===== config.mk =====
export PLATFORM = sky130hd
export DESIGN_NAME = muldiv_seq
export DESIGN_NICKNAME = d
export VERILOG_FILES = /design/src/rtl/muldiv_seq.sv
export SDC_FILE = /design/constraint.sdc
export NUM_CORES = 1
export LEC_CHECK = 0
export CAP_MARGIN = 5
export CORE_MARGIN = 1
export CORE_UTILIZATION = 29
export DETAILED_ROUTE_END_ITERATION = 8
export PLACE_DENSITY = 0.45
export RECOVER_POWER = 50
export SLEW_MARGIN = 0
export SYNTH_ARGS = -nofsm -noshare
export SYNTH_HDL_FRONTEND = slang
export SYNTH_SLANG_ARGS = --single-unit
export TNS_END_PERCENT = 10

===== constraint.sdc =====
create_clock -name clk -period 9.9 [get_ports clk]
set_input_delay 1.98 -clock clk [delete_from_list [all_inputs] [get_ports clk]]
set_output_delay 1.98 -clock clk [all_outputs]
set_load 0.03 [all_outputs]

===== src/rtl/muldiv_seq.sv =====
// Sequential RV32M multiply/divide unit: 32-cycle shift-add multiply and
// restoring divide on operand magnitudes, followed by a sign-fix cycle.
// Divide-by-zero and signed overflow bypass the datapath and answer in one cycle.
module muldiv_seq #(
  parameter int unsigned XLEN = 32
) (
  input  logic            clk,
  input  logic            rst,
  input  logic            req_valid,
  input  logic [2:0]      funct3,
  input  logic [XLEN-1:0] rs1_val,
  input  logic [XLEN-1:0] rs2_val,
  input  logic            flush,
  output logic            req_ready,
  output logic            stall,
  output logic            resp_valid,
  output logic [XLEN-1:0] result
);

  typedef enum logic [1:0] {StIdle, StCalc, StFix, StDone} state_e;

  localparam logic [5:0] CntLast = 6'(XLEN - 1);

  state_e              state_q, state_d;
  logic [2:0]          op_q;
  logic [XLEN-1:0]     mag_a_q, mag_b_q;
  logic                sign_a_q, sign_b_q;
  logic [5:0]          cnt_q, cnt_d;
  logic [2*XLEN-1:0]   acc_q, acc_d;
  logic [XLEN-1:0]     result_q, result_d;

  // Request decode on the raw inputs
  logic            is_div_in, sign_a_in, sign_b_in;
  logic [XLEN-1:0] mag_a_in, mag_b_in;
  logic            div_zero, div_ovf, fast_path;
  logic [XLEN-1:0] fast_res;
  logic            accept;

  // Per-cycle datapath steps
  logic [XLEN:0]     mul_sum;
  logic [2*XLEN-1:0] mul_next;
  logic [XLEN:0]     rem_sh, div_diff;
  logic              qbit;
  logic [2*XLEN-1:0] div_next;

  // Sign-fix values
  logic [2*XLEN-1:0] prod_fix;
  logic [XLEN-1:0]   quo_fix, rem_fix, fix_res;

  // Decode signedness, magnitudes and the one-cycle special cases
  always_comb begin
    is_div_in = funct3[2];
    // Divide: DIV/REM signed. Multiply: MULH signs both, MULHSU signs rs1 only.
    sign_a_in = rs1_val[XLEN-1] & (is_div_in ? ~funct3[0] : (funct3[1] ^ funct3[0]));
    sign_b_in = rs2_val[XLEN-1] & (is_div_in ? ~funct3[0] : (funct3[1:0] == 2'b01));
    mag_a_in  = sign_a_in ? (~rs1_val + 1'b1) : rs1_val;
    mag_b_in  = sign_b_in ? (~rs2_val + 1'b1) : rs2_val;
    div_zero  = is_div_in & (rs2_val == '0);
    div_ovf   = is_div_in & ~funct3[0] & (rs1_val == {1'b1, {(XLEN-1){1'b0}}}) &
                (rs2_val == '1);
    fast_path = div_zero | div_ovf;
    if (div_zero) begin
      fast_res = funct3[1] ? rs1_val : '1;
    end else begin
      fast_res = funct3[1] ? '0 : rs1_val;
    end
    accept = (state_q == StIdle) & req_valid & ~flush;
  end

  // One multiplier bit / one quotient bit per CALC cycle
  always_comb begin
    // acc = {partial product, remaining multiplier}; add then shift right
    mul_sum  = {1'b0, acc_q[2*XLEN-1:XLEN]} + (acc_q[0] ? {1'b0, mag_a_q} : '0);
    mul_next = {mul_sum, acc_q[XLEN-1:1]};
    // acc = {partial remainder, dividend/quotient}; shift left then trial-subtract
    rem_sh   = acc_q[2*XLEN-1:XLEN-1];
    div_diff = rem_sh - {1'b0, mag_b_q};
    qbit     = ~div_diff[XLEN];
    div_next = {(qbit ? div_diff[XLEN-1:0] : rem_sh[XLEN-1:0]), acc_q[XLEN-2:0], qbit};
  end

  // Two's-complement sign correction of the magnitude result
  always_comb begin
    prod_fix = (sign_a_q ^ sign_b_q) ? (~acc_q + 1'b1) : acc_q;
    quo_fix  = (sign_a_q ^ sign_b_q) ? (~acc_q[XLEN-1:0] + 1'b1) : acc_q[XLEN-1:0];
    rem_fix  = sign_a_q ? (~acc_q[2*XLEN-1:XLEN] + 1'b1) : acc_q[2*XLEN-1:XLEN];
    if (op_q[2]) begin
      fix_res = op_q[1] ? rem_fix : quo_fix;
    end else begin
      fix_res = (op_q[1:0] == 2'b00) ? prod_fix[XLEN-1:0] : prod_fix[2*XLEN-1:XLEN];
    end
  end

  // Next-state logic; flush overrides every transition
  always_comb begin
    state_d  = state_q;
    cnt_d    = cnt_q;
    acc_d    = acc_q;
    result_d = result_q;
    if (flush) begin
      state_d = StIdle;
    end else begin
      unique case (state_q)
        StIdle: begin
          if (req_valid) begin
            cnt_d = '0;
            if (fast_path) begin
              state_d  = StDone;
              result_d = fast_res;
            end else begin
              state_d = StCalc;
              acc_d   = {{XLEN{1'b0}}, (is_div_in ? mag_a_in : mag_b_in)};
            end
          end
        end
        StCalc: begin
          acc_d = op_q[2] ? div_next : mul_next;
          cnt_d = cnt_q + 6'd1;
          if (cnt_q == CntLast) state_d = StFix;
        end
        StFix: begin
          result_d = fix_res;
          state_d  = StDone;
        end
        StDone: begin
          state_d = StIdle;
        end
        default: state_d = StIdle;
      endcase
    end
  end

  // State and datapath registers; operands are captured only on accept
  always_ff @(posedge clk) begin
    if (rst) begin
      state_q  <= StIdle;
      cnt_q    <= '0;
      acc_q    <= '0;
      result_q <= '0;
      op_q     <= '0;
      mag_a_q  <= '0;
      mag_b_q  <= '0;
      sign_a_q <= 1'b0;
      sign_b_q <= 1'b0;
    end else begin
      state_q  <= state_d;
      cnt_q    <= cnt_d;
      acc_q    <= acc_d;
      result_q <= result_d;
      if (accept) begin
        op_q     <= funct3;
        mag_a_q  <= mag_a_in;
        mag_b_q  <= mag_b_in;
        sign_a_q <= sign_a_in;
        sign_b_q <= sign_b_in;
      end
    end
  end

  // Handshake outputs decoded from state
  always_comb begin
    req_ready  = (state_q == StIdle);
    resp_valid = (state_q == StDone);
    stall      = (state_q == StCalc) | (state_q == StFix) | ((state_q == StIdle) & req_valid);
    result     = result_q;
  end

endmodule

**Word-level counts from Yosys, hierarchy flattened**

Index checks and enable logic that the tools add are counted.

- Memory bits (read-only): 0
- Memories kept: 0
- Output and inout bits: 35
- Logic and storage cells: 88
- Bits in latches: 0
- Input bits: 71
- Register bits after elaboration: 173
- Bits in writable memories: 0

- Equality and inequality tests: 11
- Divide/modulo/power cells: 0
- $lt $le $gt $ge: 0
- $add $sub $neg: 8
- Multiply operators: 0
- Bitwise logic cells: 21
- Shift operators: 0
- Multiplexer cells: 29
- Reduce and logical (&&, ||, !) cells: 10

Operators by type and width:

| kind | number |
|---|---|
| 32-bit 2-to-1 mux | 15 |
| 64-bit 2-to-1 mux | 4 |
| 32-bit by 1-bit adder with 32-bit output (second input constant) | 4 |
| 32-bit NOT | 4 |
| 64-bit case mux with 2 select lines | 1 |
| 64-bit by 1-bit adder with 64-bit output (second input constant) | 1 |
| 32-bit == test (second input constant) | 2 |
| 64-bit NOT | 1 |
| 32-bit case mux with 2 select lines | 1 |
| 32-bit by 32-bit adder with 33-bit output | 1 |
| 33-bit by 32-bit subtractor with 33-bit output | 1 |
| 32-bit logical NOT | 1 |
| 6-bit case mux with 2 select lines | 1 |
| 1-bit AND | 8 |
| 2-bit case mux with 4 select lines | 1 |
| 4-bit AND reduction | 2 |
| 6-bit by 1-bit adder with 6-bit output (second input constant) | 1 |
| 6-bit by 5-bit == test with 1-bit output (second input constant) | 1 |
| 2-bit 2-to-1 mux | 3 |
| 6-bit 2-to-1 mux | 1 |
| 2-bit != test (second input constant) | 3 |
| 2-bit by 1-bit == test with 1-bit output (second input constant) | 2 |
| 2-bit == test (second input constant) | 2 |
| 2-bit logical NOT | 2 |
| other kinds (9) | 16 |

**Depth between registers and ports, before layout**

Gate-level depths: netlist of the first run.

- Word-level depth: 8
- Mapped depth: 15
- Mapped depth without buffers: 13

**Worst setup path before layout of the first run**

OpenSTA, ideal clock, no wires.

- Path type: input to register
- From: in rs1_val[1]
- To: reg acc_q[49]
- Path buffers: 2
- Library setup time: 128 ps
- Required time: 9772 ps
- Arrival time: 4498 ps
- Slack: 5274 ps
- Cell stages on the path: 12
- Cells stage by stage: inv_1 ha_1 or4b_1 nor4_1 nand3_1 o221ai_1 a211oi_1 and2_0 clkbuf_1 clkbuf_1 a22oi_1 o21ai_0

- Cells in the longest elaborated chain, start to end: 6

RTL lines:

| what | line | source |
|---|---|---|
| start, declared | 11 | `input logic [XLEN-1:0] rs1_val,` |
| 32-bit == test | 59 | `div_ovf = is_div_in & ~funct3[0] & (rs1_val == {1'b1, {(XLEN-1){1'b0}}}) &` |
| 1-bit AND (2 in a row) | 59 |  |
| 1-bit bitwise OR | 61 | `fast_path = div_zero \| div_ovf;` |
| 2-bit != test (no source line) | -- |  |
| 4-bit AND reduction (no source line) | -- |  |
| end signal, assigned | 138 | `acc_q <= '0;` |
| end signal, assigned | 148 | `acc_q <= acc_d;` |
| end, declared | 29 | `logic [2*XLEN-1:0] acc_q, acc_d;` |

Every way passes these cells.
A chain may end at the register's enable or synchronous reset.

**Worst setup path after layout of the first run**

- From: in flush
- To: reg mag_b_q[25]

- Cells in the longest elaborated chain, start to end: 2

RTL lines:

| what | line | source |
|---|---|---|
| start, declared | 13 | `input logic flush,` |
| 1-bit NOT (no source line) | -- |  |
| 1-bit AND | 67 | `accept = (state_q == StIdle) & req_valid & ~flush;` |
| end signal, assigned | 153 | `mag_b_q <= mag_b_in;` |
| end, declared | 26 | `logic [XLEN-1:0] mag_a_q, mag_b_q;` |

Every way passes these cells.

==> metrics.txt, run 1 <==
slew of the pin with the lowest slew margin between 2 and 3 ns; M2 GR Usage 39.1%; Core ar. 54,100 µm²; Initial Util 29.5%; First-pass DRT Iterations 5; routed len/inst 23.9 µm; Post-synth EDFFs 0; outcome finished, violations left; Setup crit end kind flip-flop; sequential share of power 36.0%; Syn Area/Cell 7.34 µm²; Psw 0.753 mW; clk_lat worst skew 0.50 ns; internal power 1.38 mW; Power Dens Cells 117 nW/µm²; FF-to-FF Start state_q[0]$_SDFFE_PP0P_; clock-pin slew on the worst setup and hold paths 0.07 ns; design area 18,200 µm²; WHS Endpoint mag_a_q[31]$_SDFFE_PP0P_; final setup fails 0; layout cell share with drive strength beyond 1 5.21%; mapped cell area between 15,000 and 20,000 µm²; top-level port count around 110; peak supply drop 85.7 µV; placed inst area 17,600 µm²; Final min period 7.09 ns; Die ar. 56,000 µm²; instance count of the mapped netlist around 2,200; Final Power 2.14 mW; FMAX 0.141 GHz; clk_skew roughly 0.012 ns; clock sinks 173; RR Endpoint mag_b_q[25]$_SDFFE_PP0P_; placed insts 2,852; max_cap viols 2; Req. time, crit path 10.30 ns; # port buffers 105; DR iter-0 viols 1,237; met1 Resource Use GR 33.2%; hold path start mag_a_q[31]$_SDFFE_PP0P_; CP startpoint kind primary input; via count ~17,000; initial antenna violation count 0; M3 GR Usage ~4.3%; RSZ-0062 raised after global routing no; post-route DRC violation count 0; post-CTS sizing 0; post-DR vias/cell 5.76; Num CTS Buffers 17; cts hold-fix bufs 0; largest net degree at the start of global routing 66; Die Y 237 µm; Crit Path Class in -> reg; Final nets 2,323; CTS tree yes; post-synth cell types 81; H-tree Lvls 4; die width about 240 µm; Filler cells 5,827; clock root buffer master clkbuf_16; failing checks capacitance limit, slew limit; Yosys warning count 0; Total Routing Usage GR 24.4%; Post-CTS Setup Bufs 0; Comb pwr share between 20% and 30%; final hold violations 0; final wirelength 68,900 µm; P&R area growth vs syn 14.1%; GRT overflow 0; HPWL after DPL 53,500 µm; routability cong. slightly above 0.9; critical path peak fanout 65; vias in the first global route 15,788; Final Cycle Share between 70% and 80%; WP data arrival 7.48 ns; hold crit path type reg -> reg; busiest grt layer met2; Clk pwr share 35.5%; clk buf depth 2; Seq/Total Area, Yosys 21.7%; first-pass GRT wire length 102,000 µm; Final TNS setup 0 ns; hold path cells 2; Synth async-reset ratio 0%; number of antenna diodes 0; Routed Antenna Nets 0; sw frac 35.2%; slew margin rel. -92.8%; syn_nets 2,324; FF-to-FF setup slack 4.08 ns; final slew viol count roughly 130; Synth Flop Type dfxtp_1; register bit total from synthesis around 170; row cnt 85; worst reg2reg path depth 8; leakage 6.65 nW; Post-Layout Cell Count around 2,900
-- per-stage QoR --
| step | hold WS (ns) | worst slack, ns | util (%) |
|---|---|---|---|
| after floorplan | 0.432 | 5.27 | - |
| after global placement | 0.442 | 3.30 | 32.5 |
| after detailed placement | 0.447 | 3.12 | 32.5 |
| after CTS | 0.457 | 3.67 | 33.7 |
| after global routing | 0.479 | 2.32 | 33.7 |
| final | 0.457 | 2.81 | 33.7 |
-- layout make-up --
class | instances | area (µm²) | area share (%)
Multi-Input combinational cell | 1769 | 11700 | 64.0
Sequential cell | 173 | 3460 | 19.0
Timing Repair Buffer | 143 | 1330 | 7.28
Tap cell | 696 | 871 | 4.78
Clock buffer | 21 | 460 | 2.53
Inverter | 71 | 267 | 1.46
Clock inverter | 10 | 164 | 0.900
-- worst max-delay path: stages --
cell and delay [ns]:
dlygate4sd3_1 0.77, nor2_4 0.19, clkbuf_1 2.03, clkbuf_1 2.03, nor2_1 0.10, a211oi_1 0.31
-- per-layer routing --
layer  wire length, µm  vias to the layer above
met3              3910                       62
met2             31500                      532
met4              1560                        0
met1             31900                     8084
li1                  -                     7932
met5                 0                        -
-- cells by family after synthesis --
logic type	count (synthesis)	synth area share, %
buffers and inverters	234	5.75
DFF	173	21.7
and+or+nand+nor	722	21.5
adders and majority gates	95	7.26
muxes	85	5.42
AOI/OAI and AO/OA	672	27.6
xor gates and xnor gates	195	10.7
-- layout by cell type, fill, tap and decap left out, types with 9 or more instances in the layout --
master           synthesis  final
a21boi_0                10     10
inv_1                   70     70
a22oi_1                 24     24
nor2_1                 237    235
dlygate4sd3_1            0     36
a21o_1                  29     29
a21oi_1                169    168
clkdlybuf4s50_1          0     68
a31oi_1                 28     28
nor4_1                  25     24
o221ai_1                 9      9
nand3_1                 39     39
a311oi_1                12     12
ha_1                    75     74
a221oi_1                12     12
nor3_1                  69     69
clkbuf_16                0     17
nand4_1                 29     29
o211ai_1                37     37
xor2_1                  85     83
dfxtp_1                173    172
or4_1                   10     10
or2_2                   11     10
o41ai_1                 11     11
buf_4                    0     37
nand2_1                176    176
and2_1                  44     45
mux2_2                  12     12
nand2b_1                18     18
maj3_1                  18     18
or3_1                   20     20
o31ai_1                 25     25
xnor2_1                110    109
o21ai_0                131    131
mux2i_1                 73     73
a211oi_1                99     99
-- synthesized netlist by cell type (all sizes together), types with 69 or more instances --
master  instances  share of area [%]
a211oi         99                4.7
a21oi         170                5.4
clkbuf        140                3.3
dfxtp         173                 22
ha             75                5.9
inv            70                1.6
mux2i          73                4.6
nand2         176                4.1
nor2          238                5.6
nor3           69                2.2
o21ai         134                4.2
xnor2         110                6.0
xor2           85                4.7
-- sequential cells by signal, summed over array words and instances, names as in the netlist --
register  count
mag_a_q      32
op_q          3
acc_q        64
cnt_q         6
sign_a_q      1
sign_b_q      1
state_q       2
mag_b_q      32
result       32
-- worst max-delay path by stage --
stage / from / endpoint / slack [ns]
after floorplan: rs1_val[1] / acc_q[49]$_SDFFE_PP0P_ / 5.27
after global placement: rs1_val[0] / result[28]$_SDFFE_PP0P_ / 3.30
after detailed placement: rs1_val[0] / result[24]$_SDFFE_PP0P_ / 3.12
after CTS: rs1_val[0] / result[28]$_SDFFE_PP0P_ / 3.67
after global routing: flush / mag_a_q[16]$_SDFFE_PP0P_ / 2.32
final: flush / mag_b_q[25]$_SDFFE_PP0P_ / 2.81
-- power groups by stage --
stage,Sequential [mW],Clock [mW],Combinational (mW)
after floorplan,0.767,0,0.394
after global placement,0.783,0,0.598
after detailed placement,0.784,0,0.598
after CTS,0.768,0.774,0.600
after global routing,0.774,0.799,0.657
final,0.769,0.758,0.609
(Power assumes the default switching activity.)
==> run 2: changes to the inputs <==
- PLACE_DENSITY: 0.45 -> 0.47
- clock period: 9.9 -> 6.4 ns (I/O delays scaled with it)
==> metrics.txt, run 2 (same netlist as run 1, synthesis figures left out) <==
outcome finished, final reports clean (was finished, violations left); CTS tree yes (unchanged); First-pass DRT Iterations 5 (unchanged); top-level port count 106 (unchanged); Final nets 2,331 (was 2,323); Initial Util 29.5% (unchanged); internal power 2.09 mW (was 1.38 mW); Power Dens Cells 179 nW/µm² (was 117 nW/µm²); FMAX 0.196 GHz; hold crit path type reg -> reg (unchanged); clk_skew 0.0118 ns (was 0.0116 ns); number of antenna diodes 0 (unchanged); first-pass GRT wire length 101,000 µm (was 102,000 µm); final hold violations 0 (unchanged); Post-Layout Cell Count 2,892 (was 2,883); Filler cells 5,768 (was 5,827); placed inst area 17,700 µm² (was 17,600 µm²); post-route DRC violation count 0 (unchanged); clk buf depth 2 (unchanged); routed len/inst 23.4 µm (was 23.9 µm); HPWL after DPL 53,300 µm (was 53,500 µm); cts hold-fix bufs 0 (unchanged); Die ar. 56,000 µm² (unchanged); Comb pwr share 28.7% (was 28.5%); Psw 1.18 mW (was 0.753 mW); Req. time, crit path 6.81 ns (was 10.30 ns); Crit Path Class in -> reg (unchanged); Core ar. 54,100 µm² (unchanged); routability cong. 0.937 (was 0.929); sequential share of power 36.4% (was 36.0%); critical path peak fanout 20 (was 65); sw frac 36.1% (was 35.2%); P&R area growth vs syn 14.4% (was 14.1%); Clk pwr share 34.9% (was 35.5%); CP startpoint kind primary input (unchanged); footprint of the multi-input gates 11,700 µm² (unchanged); post-CTS sizing 0 (unchanged); clock root buffer master clkbuf_16 (unchanged); via count 16,687 (was 16,610); Num CTS Buffers 17 (unchanged); post-DR vias/cell 5.77 (was 5.76); final wirelength 67,800 µm (was 68,900 µm); commonest non-fill, non-tap cell in the layout nor2_1 (unchanged); max_cap viols 0 (was 2); max reg flops 64 (unchanged); commonest cells after routing, fill and taps aside nor2_1 (235), nand2_1 (176), dfxtp_1 (172) (unchanged); Post-CTS Setup Bufs 0 (unchanged); Die Y 237 µm (unchanged); initial antenna violation count 1 (was 0); clk_lat worst skew 0.50 ns (about the same); leakage 6.68 nW (was 6.65 nW); CP max stage delay 1.08 ns (was 2.03 ns); slew margin rel. 11.7% (was -92.8%); row cnt 85 (unchanged); Slowest cell on crit path and2_0 (was clkbuf_1); Total Routing Usage GR 24.1% (was 24.4%); Biggest register acc_q (unchanged); FF+latch area 3460 µm² (unchanged); H-tree Lvls 4 (unchanged); crit-path most repeated cell a211oi_1 (was clkbuf_1); Critical Path, Cell by Cell dlygate4sd3_1, clkbuf_1, mux2i_1, and2_0, o31ai_1, xor2_1, and2_1, a211oi_1, a211oi_1, nor3_1 (was dlygate4sd3_1, nor2_4, clkbuf_1, clkbuf_1, nor2_1, a211oi_1); RSZ-0062 raised after global routing no (unchanged); final slew viol count 0 (was 131); slew of the pin with the lowest slew margin 1.32 ns (was 2.89 ns); GRT overflow 0 (unchanged); WP data arrival 5.52 ns (was 7.48 ns); Final Cycle Share 79.8%; Routed Antenna Nets 0 (unchanged); design area 18,300 µm² (was 18,200 µm²); peak supply drop 168 µV (was 85.7 µV); Final TNS setup 0 ns (unchanged); vias in the first global route 16,023 (was 15,788); die width 237 µm (unchanged); Setup crit end kind flip-flop (unchanged); layout cell share with drive strength beyond 1 5.69% (was 5.21%); # port buffers 105 (unchanged); placed insts 2,860 (was 2,852); FF-to-FF setup slack 1.52 ns (was 4.08 ns); DR iter-0 viols 1,415 (was 1,237); largest net degree at the start of global routing 79 (was 66); final setup fails 0 (unchanged); clock sinks 173 (unchanged); Final min period 5.11 ns; clock-pin slew on the worst setup and hold paths 0.07 ns (about the same)
## run 2: cell count changes in the layout (fill, tap and decap cells not counted), sizes merged
cell | before | now
buf | 37 | 45
bufinv | 4 | 3
clkbuf | 23 | 19
clkdlybuf4s50 | 68 | 65
clkinv | 6 | 8
dlygate4sd3 | 36 | 39
inv | 70 | 74
## run 2: stage by stage
step                      setup WS [ns]  hold slack, ns  utilization [%]  power, mW
final                              1.29           0.456             33.7       3.26
after global routing               1.04           0.470             33.7       3.41
after CTS                          1.48           0.454             33.8       3.28
after detailed placement          0.950           0.443             32.6       2.14
after global placement            0.984           0.440             32.6       2.14
after floorplan                    2.47           0.432                -       1.80
## run 2: area by class of cell
class | instances | area share [%]
Sequential cell | 173 | 19.0
Clock buffer | 17 | 2.33
Clock inverter | 15 | 1.02
Timing Repair Buffer | 151 | 7.59
Multi-Input combinational cell | 1769 | 63.9
Inverter | 71 | 1.46
Tap cell | 696 | 4.77
## run 2: metal layers
metal	track usage [%]	routed length, µm
met3	5.27	4840
met2	36.6	29300
met1	32.4	30800
met5	0	0
met4	10.6	2830
## run 2: power groups by stage
stage / registers (mW) / clock network (mW) / logic, mW
2_1_floorplan: 1.19 / 0 / 0.610
3_3_place_gp: 1.21 / 0 / 0.927
3_5_place_dp: 1.21 / 0 / 0.928
4_1_cts: 1.19 / 1.16 / 0.932
5_1_grt: 1.19 / 1.20 / 1.02
6_report: 1.19 / 1.14 / 0.937
## run 2: path summary, 6_finish.rpt
check,depth (start not counted),startpoint,to
setup / recovery,10,funct3[2],acc_q[15]$_SDFFE_PP0P_
hold / removal,2,result[9]$_SDFFE_PP0P_,result[9]$_SDFFE_PP0P_
setup reg to reg,12,acc_q[32]$_SDFFE_PP0P_,acc_q[46]$_SDFFE_PP0P_
hold reg to reg,2,result[9]$_SDFFE_PP0P_,result[9]$_SDFFE_PP0P_
## run 2: critical path: cells and delay by family
| kind | cells | cell delay (ns) |
|---|---|---|
| buffers and inverters | 2 | 1.40 |
| AO/OA/AOI/OAI | 3 | 0.61 |
| AND/OR/NAND/NOR | 3 | 1.44 |
| multiplexers | 1 | 0.52 |
| XOR/XNOR | 1 | 0.26 |
==> edit (flow settings as in run 2) <==
Change the parameter `XLEN` from 32 to 36.
--- a/src/rtl/muldiv_seq.sv
+++ b/src/rtl/muldiv_seq.sv
@@ -3,5 +3,5 @@
 // Divide-by-zero and signed overflow bypass the datapath and answer in one cycle.
 module muldiv_seq #(
-  parameter int unsigned XLEN = 32
+  parameter int unsigned XLEN = 36
 ) (
   input  logic            clk,
Ports: changed (resized result, rs1_val and rs2_val); port bits go from 106 to 118. The function was not compared with the original's and may differ.
==> edit against run 2 <==
- the flow now finishes with violations (max-capacitance violations, max-slew violations)
- power increased by 9.2%
- clock skew increased by 1.8 ps
- area after synthesis increased by 12%
- cell count increased by 12%
- maximum frequency decreased by 1.9%
- setup slack got worse by 100 ps
- cell area increased by 11%
- register-to-register slack improved by 110 ps
- via count increased by 11%
- routed wire length increased by 14%
- sequential cell count increased by 20
- critical path type unchanged
- largest cell class unchanged
- largest power group unchanged
==> edit: results (changes against run 2) <==
[grt]
grt_pass1_vias = 17500  ; +9.0%
grt_start_max_net_pins = 126  ; +59%
grt_use_total_pct = 24.4  ; +0.32 points
antenna_found_initial = 1  ; unchanged
grt_pass1_wl_um = 115000  ; +13%

[layout]
largest_reg_flops = 72  ; +13%
top_register = acc_q
drive_above_1_share_pct = 5.88  ; +0.19 points

[timing]
finClkSkew_ps = 13.6  ; +1.82 ps
timing_worst_slew_pin_value_ps = 2980  ; +1660 ps
finalMaxSlewViolations = 42  ; +42

[worst_setup_path]
worst-path-max-fanout = 22  ; +10%
worst_path_max_delay_cell = dlygate4sd3_1
crit_path_max_incr_delay_ps = 700  ; -380 ps
critPathTopFamily = simple AND/OR/NAND/NOR gates
arrival_ps = 5590  ; +70 ps
worst_r2r_path_depth = 15  ; +3

[synthesis]
synth_cell_types = 87  ; +7.4%
seq_area_frac_synth_pct = 21.7  ; -0.043 points
synth_nets = 2617  ; +13%
yosys_warnings = 0  ; unchanged
ys_top_cells_by_count = 311 x nor2_1, 203 x nand2_1, 194 x a21oi_1
synthFlopType = dfxtp_1
synthArstFlopShare_pct = 0  ; unchanged
synth_area_leaders = dfxtp_1 22%, nor2_1 6.5%, xnor2_1 5.8%, ha_1 5.8%, a21oi_1 5.4%

[run_status]
outcome = finished with violations
violations = max-capacitance violations, max-slew violations

[cts]
cts_max_level = 4  ; unchanged
clk_pin_slew_ps = 80
clk_latency_ps = 520  ; +20 ps
cts_hold_buf = 0  ; unchanged
cts_made_buffers = 17  ; unchanged
clockBufferDepth = 2  ; unchanged
cts_resized = 0  ; unchanged
cts-root-buf = clkbuf_16
cts_setup_buffers = 0  ; unchanged

[power_and_ir_drop]
p_leak_nw = 7.51  ; +12%
peakVddDrop_mv = 0.238  ; +42%

[placement]
port_buffers = 117  ; +11%
gp_congestion = 0.952  ; +1.5%
pre_cts_ws_ps = 835  ; -115 ps
post-dp-hpwl_um = 59600  ; +12%

[routing]
dr.pass1.iters = 6  ; +1
vias = 18600  ; +11%
drt_iter0_markers = 1558  ; +10%
drcViolationCount = 0  ; unchanged
wl_um = 77400  ; +14%

[hold_path]
hold_depth = 2  ; unchanged
hp-class = flop to flop

[job]
drv_cap = 1  ; +1

-- edit: cell count changes in the layout (fill, tap and decap cells not counted), moves of 14 or more --
cell,run 2,this run
and3_1,8,22
a21oi_1,168,193
mux2i_1,73,58
a211oi_1,99,120
nand2_1,176,203
nor2_1,235,308
dfxtp_1,172,191
xor2_1,83,104
-- edit: layout make-up --
class	instances	area, um^2
inverter	81	304
clock inverter	14	195
sequential	193	3870
tap	782	978
timing repair buffer	166	1550
antenna	1	2.50
clock buffer	18	429
multi-input combinational	1995	13000
fill	6498	40300
-- edit: path summary, 6_finish.rpt --
| kind | from | endpoint | slack [ps] |
|---|---|---|---|
| hold reg to reg | mag_a_q[0]$_SDFFE_PP0P_ | mag_a_q[0]$_SDFFE_PP0P_ | 460 |
| setup reg to reg | acc_q[35]$_SDFFE_PP0P_ | acc_q[53]$_SDFFE_PP0P_ | 1630 |
| setup / recovery | rs1_val[9] | acc_q[50]$_SDFFE_PP0P_ | 1190 |
| hold / removal | mag_a_q[0]$_SDFFE_PP0P_ | mag_a_q[0]$_SDFFE_PP0P_ | 460 |
-- edit: worst min-delay path, stage by stage, from the launching register on --
cell and delay [ps]:
dfxtp_1 310, nand2_1 50, a21oi_1 50
-- edit: cell families (layout without fill, tap and decap cells) --
| family | count (synthesis) | count (layout) | synth area share [%] |
|---|---|---|---|
| compound gates | 754 | 754 | 27.8 |
| other cells | 0 | 1 | 0 |
| buf+inv | 265 | 279 | 5.91 |
| simple gates | 834 | 834 | 22.0 |
| xor+xnor | 224 | 224 | 11.0 |
| fa+ha+maj | 107 | 107 | 7.28 |
| flops | 193 | 193 | 21.7 |
| mux | 76 | 76 | 4.39 |
-- edit: report_power, final --
group / internal [W] / leakage (nW) / switching, W
sequential: 0.00126 / 1.57 / 0.0000652
combinational: 0.000359 / 5.63 / 0.000649
clock: 0.000630 / 0.303 / 0.000597
-- edit: metal layers --
| layer | GRT usage [%] | vias up | share of wire [%] |
|---|---|---|---|
| met5 | 0 | - | 0 |
| met4 | 8.17 | 0 | 2.9 |
| met3 | 3.81 | 92 | 6.2 |
| met2 | 39.0 | 636 | 45 |
| met1 | 33.2 | 8947 | 46 |
| li1 | - | 8876 | - |
-- edit: stage by stage --
stage	cell area [um^2]	power, W	hold slack, ps	utilization (%)	cells
finish	20300	0.00356	457	33.5	3250
global route	20300	0.00373	480	33.5	3249
CTS	20300	0.00358	454	33.6	3249
detailed placement	19700	0.00235	443	32.5	3217
global placement	19700	0.00235	440	32.5	3217
floorplan	17800	0.00199	432	-	2453
